$ cat src/rtl/instr_decode_stage.sv
// Instruction decode stage: field split and immediate extension,
// buffered by a two-entry (main + skid) valid/ready pipeline register.
package instr_decode_pkg;
    typedef struct packed {
        logic [31:0] pc;
        logic [5:0]  opcode;
        logic [5:0]  funct;
        logic [4:0]  rs;
        logic [4:0]  rt;
        logic [4:0]  rd;
        logic [4:0]  shamt;
        logic [31:0] imm;
        logic        use_imm;
        logic [4:0]  wr_reg;
    } dec_t;
endpackage

module instr_decode_stage
    import instr_decode_pkg::*;
#(
    parameter bit SIGN_EXT_LOGIC = 1'b0
) (
    input  logic        clk,
    input  logic        rst_n,
    input  logic        in_valid,
    output logic        in_ready,
    input  logic [31:0] in_instr,
    input  logic [31:0] in_pc,
    input  logic        flush,
    output logic        out_valid,
    input  logic        out_ready,
    output logic [31:0] out_pc,
    output logic [5:0]  out_opcode,
    output logic [5:0]  out_funct,
    output logic [4:0]  out_rs,
    output logic [4:0]  out_rt,
    output logic [4:0]  out_rd,
    output logic [4:0]  out_shamt,
    output logic [31:0] out_imm,
    output logic        out_use_imm,
    output logic [4:0]  out_wr_reg
);

    dec_t dec;
    dec_t main_q;
    dec_t skid_q;
    logic main_valid;
    logic skid_valid;
    logic is_rtype;
    logic is_arith;
    logic is_logic;
    logic accept;
    logic drain;

    assign is_rtype = (in_instr[31:26] == 6'b000000);
    assign is_arith = (in_instr[31:26] == 6'b001000)
                   || (in_instr[31:26] == 6'b001010)
                   || (in_instr[31:26] == 6'b001011);
    assign is_logic = (in_instr[31:26] == 6'b001100)
                   || (in_instr[31:26] == 6'b001101)
                   || (in_instr[31:26] == 6'b001110);

    always_comb begin
        dec         = '0;
        dec.pc      = in_pc;
        dec.opcode  = in_instr[31:26];
        dec.rs      = in_instr[25:21];
        dec.rt      = in_instr[20:16];
        dec.rd      = in_instr[15:11];
        dec.shamt   = in_instr[10:6];
        dec.funct   = in_instr[5:0];
        dec.imm     = {{16{in_instr[15]}}, in_instr[15:0]};
        dec.use_imm = 1'b0;
        dec.wr_reg  = in_instr[20:16];
        unique case (1'b1)
            is_rtype: dec.wr_reg = in_instr[15:11];
            is_arith: dec.use_imm = 1'b1;
            is_logic: begin
                dec.use_imm = 1'b1;
                if (!SIGN_EXT_LOGIC)
                    dec.imm = {16'h0000, in_instr[15:0]};
            end
            default: ;
        endcase
    end

    // skid_valid is a flop, so in_ready is registered by construction
    assign in_ready = ~skid_valid;
    assign accept   = in_valid && in_ready;
    assign drain    = main_valid && out_ready;

    always_ff @(posedge clk or negedge rst_n) begin
        if (!rst_n) begin
            main_valid <= 1'b0;
            skid_valid <= 1'b0;
            main_q     <= '0;
            skid_q     <= '0;
        end else if (flush) begin
            main_valid <= 1'b0;
            skid_valid <= 1'b0;
        end else if (skid_valid) begin
            if (drain) begin
                main_q     <= skid_q;
                skid_valid <= 1'b0;
            end
        end else if (accept) begin
            if (!main_valid || drain) begin
                main_q     <= dec;
                main_valid <= 1'b1;
            end else begin
                skid_q     <= dec;
                skid_valid <= 1'b1;
            end
        end else if (drain) begin
            main_valid <= 1'b0;
        end
    end

    assign out_valid   = main_valid;
    assign out_pc      = main_q.pc;
    assign out_opcode  = main_q.opcode;
    assign out_funct   = main_q.funct;
    assign out_rs      = main_q.rs;
    assign out_rt      = main_q.rt;
    assign out_rd      = main_q.rd;
    assign out_shamt   = main_q.shamt;
    assign out_imm     = main_q.imm;
    assign out_use_imm = main_q.use_imm;
    assign out_wr_reg  = main_q.wr_reg;

endmodule

$ cat config.mk
export PLATFORM = sky130hd
export DESIGN_NAME = instr_decode_stage
export DESIGN_NICKNAME = d
export VERILOG_FILES = /design/src/rtl/instr_decode_stage.sv
export SDC_FILE = /design/constraint.sdc
export NUM_CORES = 1
export LEC_CHECK = 0
export CAP_MARGIN = 20
export CORE_MARGIN = 2
export CORE_UTILIZATION = 45
export CTS_BUF_LIST = sky130_fd_sc_hd__clkbuf_4
export DETAILED_ROUTE_END_ITERATION = 8
export PLACE_DENSITY = 0.77
export SKIP_LAST_GASP = 1
export SYNTH_ARGS = -nofsm -noshare
export SYNTH_HDL_FRONTEND = slang
export SYNTH_SLANG_ARGS = --single-unit
$ cat constraint.sdc
create_clock -name clk -period 4.5 [get_ports clk]
set_input_delay 0.9 -clock clk [delete_from_list [all_inputs] [get_ports clk]]
set_output_delay 0.9 -clock clk [all_outputs]
set_load 0.02 [all_outputs]
; ---- Word-level counts from Yosys, hierarchy flattened
; Cells that the tools add are included.
[totals]
reg_bits = 206
input_bits = 69
output_inout_bits = 104
elab_cells = 67
[classes]
n_eq_ne = 9
n_mux = 17
bitwise_logic = 3
n_reduce_logical = 16
[op_table]
columns = operator, n
row1 = $mux 102, 4
row2 = $eq 6x4->1 const B, 6
row3 = $mux 32, 1
row4 = $mux 1, 11
row5 = $reduce_and 4->1, 2
row6 = $logic_not 6->1, 1
row7 = $logic_or 1x1->1, 5
row8 = $mux 5, 1
row9 = $reduce_bool 2->1, 2
row10 = $ne 3x2->1 const B, 1
row11 = $not 1->1, 3
row12 = $reduce_and 3->1, 1
row13 = $reduce_bool 3->1, 1
row14 = $logic_and 1x1->1, 2
row15 = $ne 2x1->1 const B, 1
row16 = $ne 2x2->1 const B, 1
row17 = $reduce_or 2->1, 1
row18 = $logic_not 1->1, 1

; ---- Logic depth before layout (Yosys ltp)
[depth]
depth_word = 8
mapped_depth = 8
ltp_nobuf = 4

; ---- Least setup slack after synthesis
; Ideal clock, no wire load.
[synth_path]
kind = input-to-reg
start = input out_ready
end = register skid_q[100] (netlist bit)
setup_ns = 0.125
arrival_ns = 1.980
required_time_ns = 4.375
setup_slack_ns = 2.395
cell_stages = 5
n_path_buf = 2
cell_sequence = and2b_1 > nor3b_1 > buf_2 > buf_4 > mux2_2
[synth_via]
elab_chain_cells = 4
[synth_lines]
columns = item, line_no
row1 = "start, declared", 31  ; input logic out_ready,
row2 = $logic_and 1x1->1, 90  ; assign drain = main_valid && out_ready;
row3 = $logic_or 1x1->1, 107  ; if (!main_valid || drain) begin
row4 = $not 1->1 (no source line), -
row5 = $reduce_and 4->1 (no source line), -
row6 = "end signal, assigned", 97  ; skid_q <= '0;
row7 = "end signal, assigned", 111  ; skid_q <= dec;
row8 = "end, declared", 46  ; dec_t skid_q;
; Every way passes these cells.
; A chain may end at the register's enable or synchronous reset.

; ---- Worst setup path in the final report
[layout_path]
start = register skid_valid
end = output in_ready
[layout_via]
elab_chain_cells = 1
[layout_lines]
columns = item, line_no
row1 = "start, declared", 48  ; logic skid_valid;
row2 = "start signal, assigned", 95  ; skid_valid <= 1'b0;
row3 = "start signal, assigned", 100  ; skid_valid <= 1'b0;
row4 = "start signal, assigned", 104  ; skid_valid <= 1'b0;
row5 = $not 1->1 (no source line), -
row6 = "end, declared", 26  ; output logic in_ready,
; Every way passes these cells.

==> summary.txt <==
Die
  – # IOs: between 150 and 200
  – Initial cell density of the core: 0.4574
  – DIE AREA: approximately 15000 um^2
  – Placement Rows: 43
  – Chip width: approximately 120 um
  – Chip height: between 100 and 150 um
  – Core area: between 10000 and 15000 um^2

Clock network
  – Gates resized, CTS repair: 0
  – Clock Tree Buf Depth: 2
  – CTS root buf: clkbuf_4
  – Clock sink count: between 100 and 150
  – Hold buffers post-CTS: 0
  – Postcts setup bufs: 0
  – H-tree depth: 4
  – Clock-pin slew on the worst setup and hold paths: ~110 ps
  – Clock Latency Late Sink: approximately 520 ps
  – CTS tree: yes
  – TritonCTS buffer count: 17

Cells and area
  – Layout area overhead: 30.80%
  – Layout net count: about 700
  – Share of layout cells above drive strength 1: 0.1672
  – Max reg flops: between 70 and 80
  – Largest Register: skid_q

Timing
  – Setup TNS: 0 ps
  – Final min period: just over 3000 ps
  – Clock Skew: around 8.0 ps
  – Final worst slack: ~1400 ps
  – RSZ-0062 raised after global routing: false
  – Achievable clock frequency: 326.7 MHz
  – Slew @ Worst Pin: between 800 and 900 ps
  – Final setup viols: 0
  – Final Cycle Share: 0.6802
  – Max-slew violations: 0
  – Normalized max-slew margin: 0.4235
  – Fin. Hold Viols: 0

Setup path
  – Reg2reg end: out_imm[30]$_DFFE_PN0P_
  – Crit path max fanout: 38
  – Crit path launch type: register
  – R2r startpoint: skid_valid$_DFF_PN0_
  – CP Launch Point: skid_valid$_DFF_PN0_
  – CP max-delay cell: dfrtp_4
  – Cell Chain, Critical Path: inv_1, clkdlybuf4s50_1
  – Slowest stage delay, CP: 860 ps
  – Crit path arrival time: 2160 ps
  – Worst setup EP type: primary output
  – Worst Path Buf+Inv: 2
  – CP Data Required Time: around 3600 ps
  – Reg-to-reg slack, setup: roughly 2100 ps
  – R2R depth: 5
  – Setup Crit Path Kind: register to primary output
  – Family with the most delay on the worst path: flip-flops

Power and ir drop
  – Design Power: 3.788 mW
  – Power Dens Cells: 457.9 nW/um^2
  – Worst vdd ir: about 0.25 mV
  – Leakage power: ~3.4 nW

Synthesis
  – Syn Area/Cell: 12.23 um^2
  – Synth cell types: 23
  – Mapped Cells: roughly 520
  – Async SR Flop Fraction: 1.000
  – Post-synth top flop: dfrtp_1
  – Cell taking the most area after synthesis: dfrtp_1
  – Top post-synthesis cells by area: dfrtp_1 57%, mux2_2 13%, mux2i_1 10%
  – Synthesized flop and latch total: between 100 and 150
  – EDFF count, synth: 0
  – Post-synth net total: 586
  – Warnings from Yosys: 0
  – Synthesized cell area: ~6300 um^2
  – Area share of the leading cell type in the synthesized netlist: 0.5697
  – Post-synthesis sequential area ratio: 0.5697

Global routing
  – Initial antenna violation count: 0
  – Grt total ovfl: 0
  – Gr usage total: 0.1863
  – Vias in the first global route: roughly 4300
  – First-pass GRT wire length: 21500 um
  – Pin count of the biggest net entering global routing: between 100 and 150

Placement
  – GP Congestion: 0.7499
  – Pre-CTS WS: 1459 ps
  – Post-DP HPWL: 8857 um
  – Port Buffer Count: approximately 170

Routing
  – Detailed-route via count: approximately 4300
  – Final wirelength: 13290 um
  – Number of remaining DRC errors: 0
  – Drt first pass iters: 4
  – Iteration-0 DRC Markers: 159
  – WL per Instance: ~16 um
  – ANT nets after route: 0
  – DR vias/cell: ~5.1

Hold path
  – Hold crit path type: input pin to async pin

Job
  – Max cap viols: 0

Run status
  – Outcome: completed
worst max path at each step:
stage | cells past startpoint | slack (ps) | to
after global placement | 4 | 1550 | out_wr_reg[1]$_DFFE_PN0P_
after CTS | 2 | 1360 | in_ready
after detailed placement | 3 | 1460 | out_rd[0]$_DFFE_PN0P_
final | 2 | 1440 | in_ready
after global routing | 2 | 1310 | in_ready
after floorplan | 5 | 2400 | skid_q[100]$_DFFE_PN0P_
cells in the mapped netlist (2+ instances only):
| cell | instances |
|---|---|
| dfrtp_1 | 144 |
| mux2_2 | 75 |
| nand2_1 | 68 |
| o21ai_0 | 66 |
| mux2i_1 | 64 |
| buf_4 | 38 |
| clkbuf_1 | 16 |
| a21oi_1 | 7 |
| buf_2 | 7 |
| nor3b_1 | 6 |
| a221o_1 | 5 |
| inv_1 | 3 |
| nand3_1 | 3 |
| nor2_1 | 3 |
| a211o_1 | 2 |
| a211oi_1 | 2 |
| buf_6 | 2 |
placed cells by master, fill, tap and decap left out, types with 2 or more instances in the layout:
master / netlist / final
a211oi_1: 2 / 2
a21oi_1: 7 / 7
a221o_1: 5 / 5
buf_4: 38 / 5
bufinv_16: 0 / 5
clkbuf_4: 0 / 17
clkdlybuf4s50_1: 0 / 171
clkinv_1: 0 / 7
dfrtp_1: 144 / 143
inv_1: 3 / 3
mux2_2: 75 / 75
mux2i_1: 64 / 64
nand2_1: 68 / 68
nand3_1: 3 / 3
nor2_1: 3 / 3
nor3b_1: 6 / 5
o21ai_0: 66 / 66
kinds of logic after synthesis:
group | synth area share
flip-flops | 0.5697
multiplexers | 0.2348
AND/OR/NAND/NOR | 0.05776
AO/OA/AOI/OAI | 0.07082
buffers and inverters | 0.06548
XOR/XNOR | 0.001385
worst register-to-register path, stage by stage (launching register included):
cell,delay (ps)
dfrtp_4,860
nand2b_4,300
a211o_4,540
buf_12,330
a21oi_1,100
a21oi_1,170
metrics by stage:
stage | instances | area [um^2] | hold WS (ps) | util
6_report | 845 | 8273 | 443.0 | 0.5983
4_1_cts | 843 | 8250 | 446.6 | 0.5967
3_5_place_dp | 811 | 7925 | 470.5 | 0.5732
5_1_grt | 844 | 8270 | 451.4 | 0.5981
3_3_place_gp | 811 | 7925 | 460.5 | 0.5732
2_1_floorplan | 517 | 6325 | 472.2 | -
where the power goes:
part	internal (mW)	total, mW	switching (mW)	leakage, nW
Combinational	0.582	1.09	0.504	1.48
Clock	0.484	0.924	0.440	0.168
Sequential	1.59	1.78	0.184	1.78
layer usage:
layer  share of wire  GRT usage  vias up
met4           0.017    0.06394        0
met5               0          0        -
met1            0.43     0.2324     2132
met2            0.50     0.3049      107
li1                -          -     2037
met3           0.053    0.06134       18
layout make-up:
cell class	instances	area (um^2)
well taps	180	225.2
fillers	1101	5554
multi-input cells	307	2321
diodes	1	2.502
flip-flops and latches	144	3607
clock inverters	15	197.7
clock buffers	17	127.6
repair buffers	178	1780
inverters	3	11.26
(Power assumes the default switching activity.)
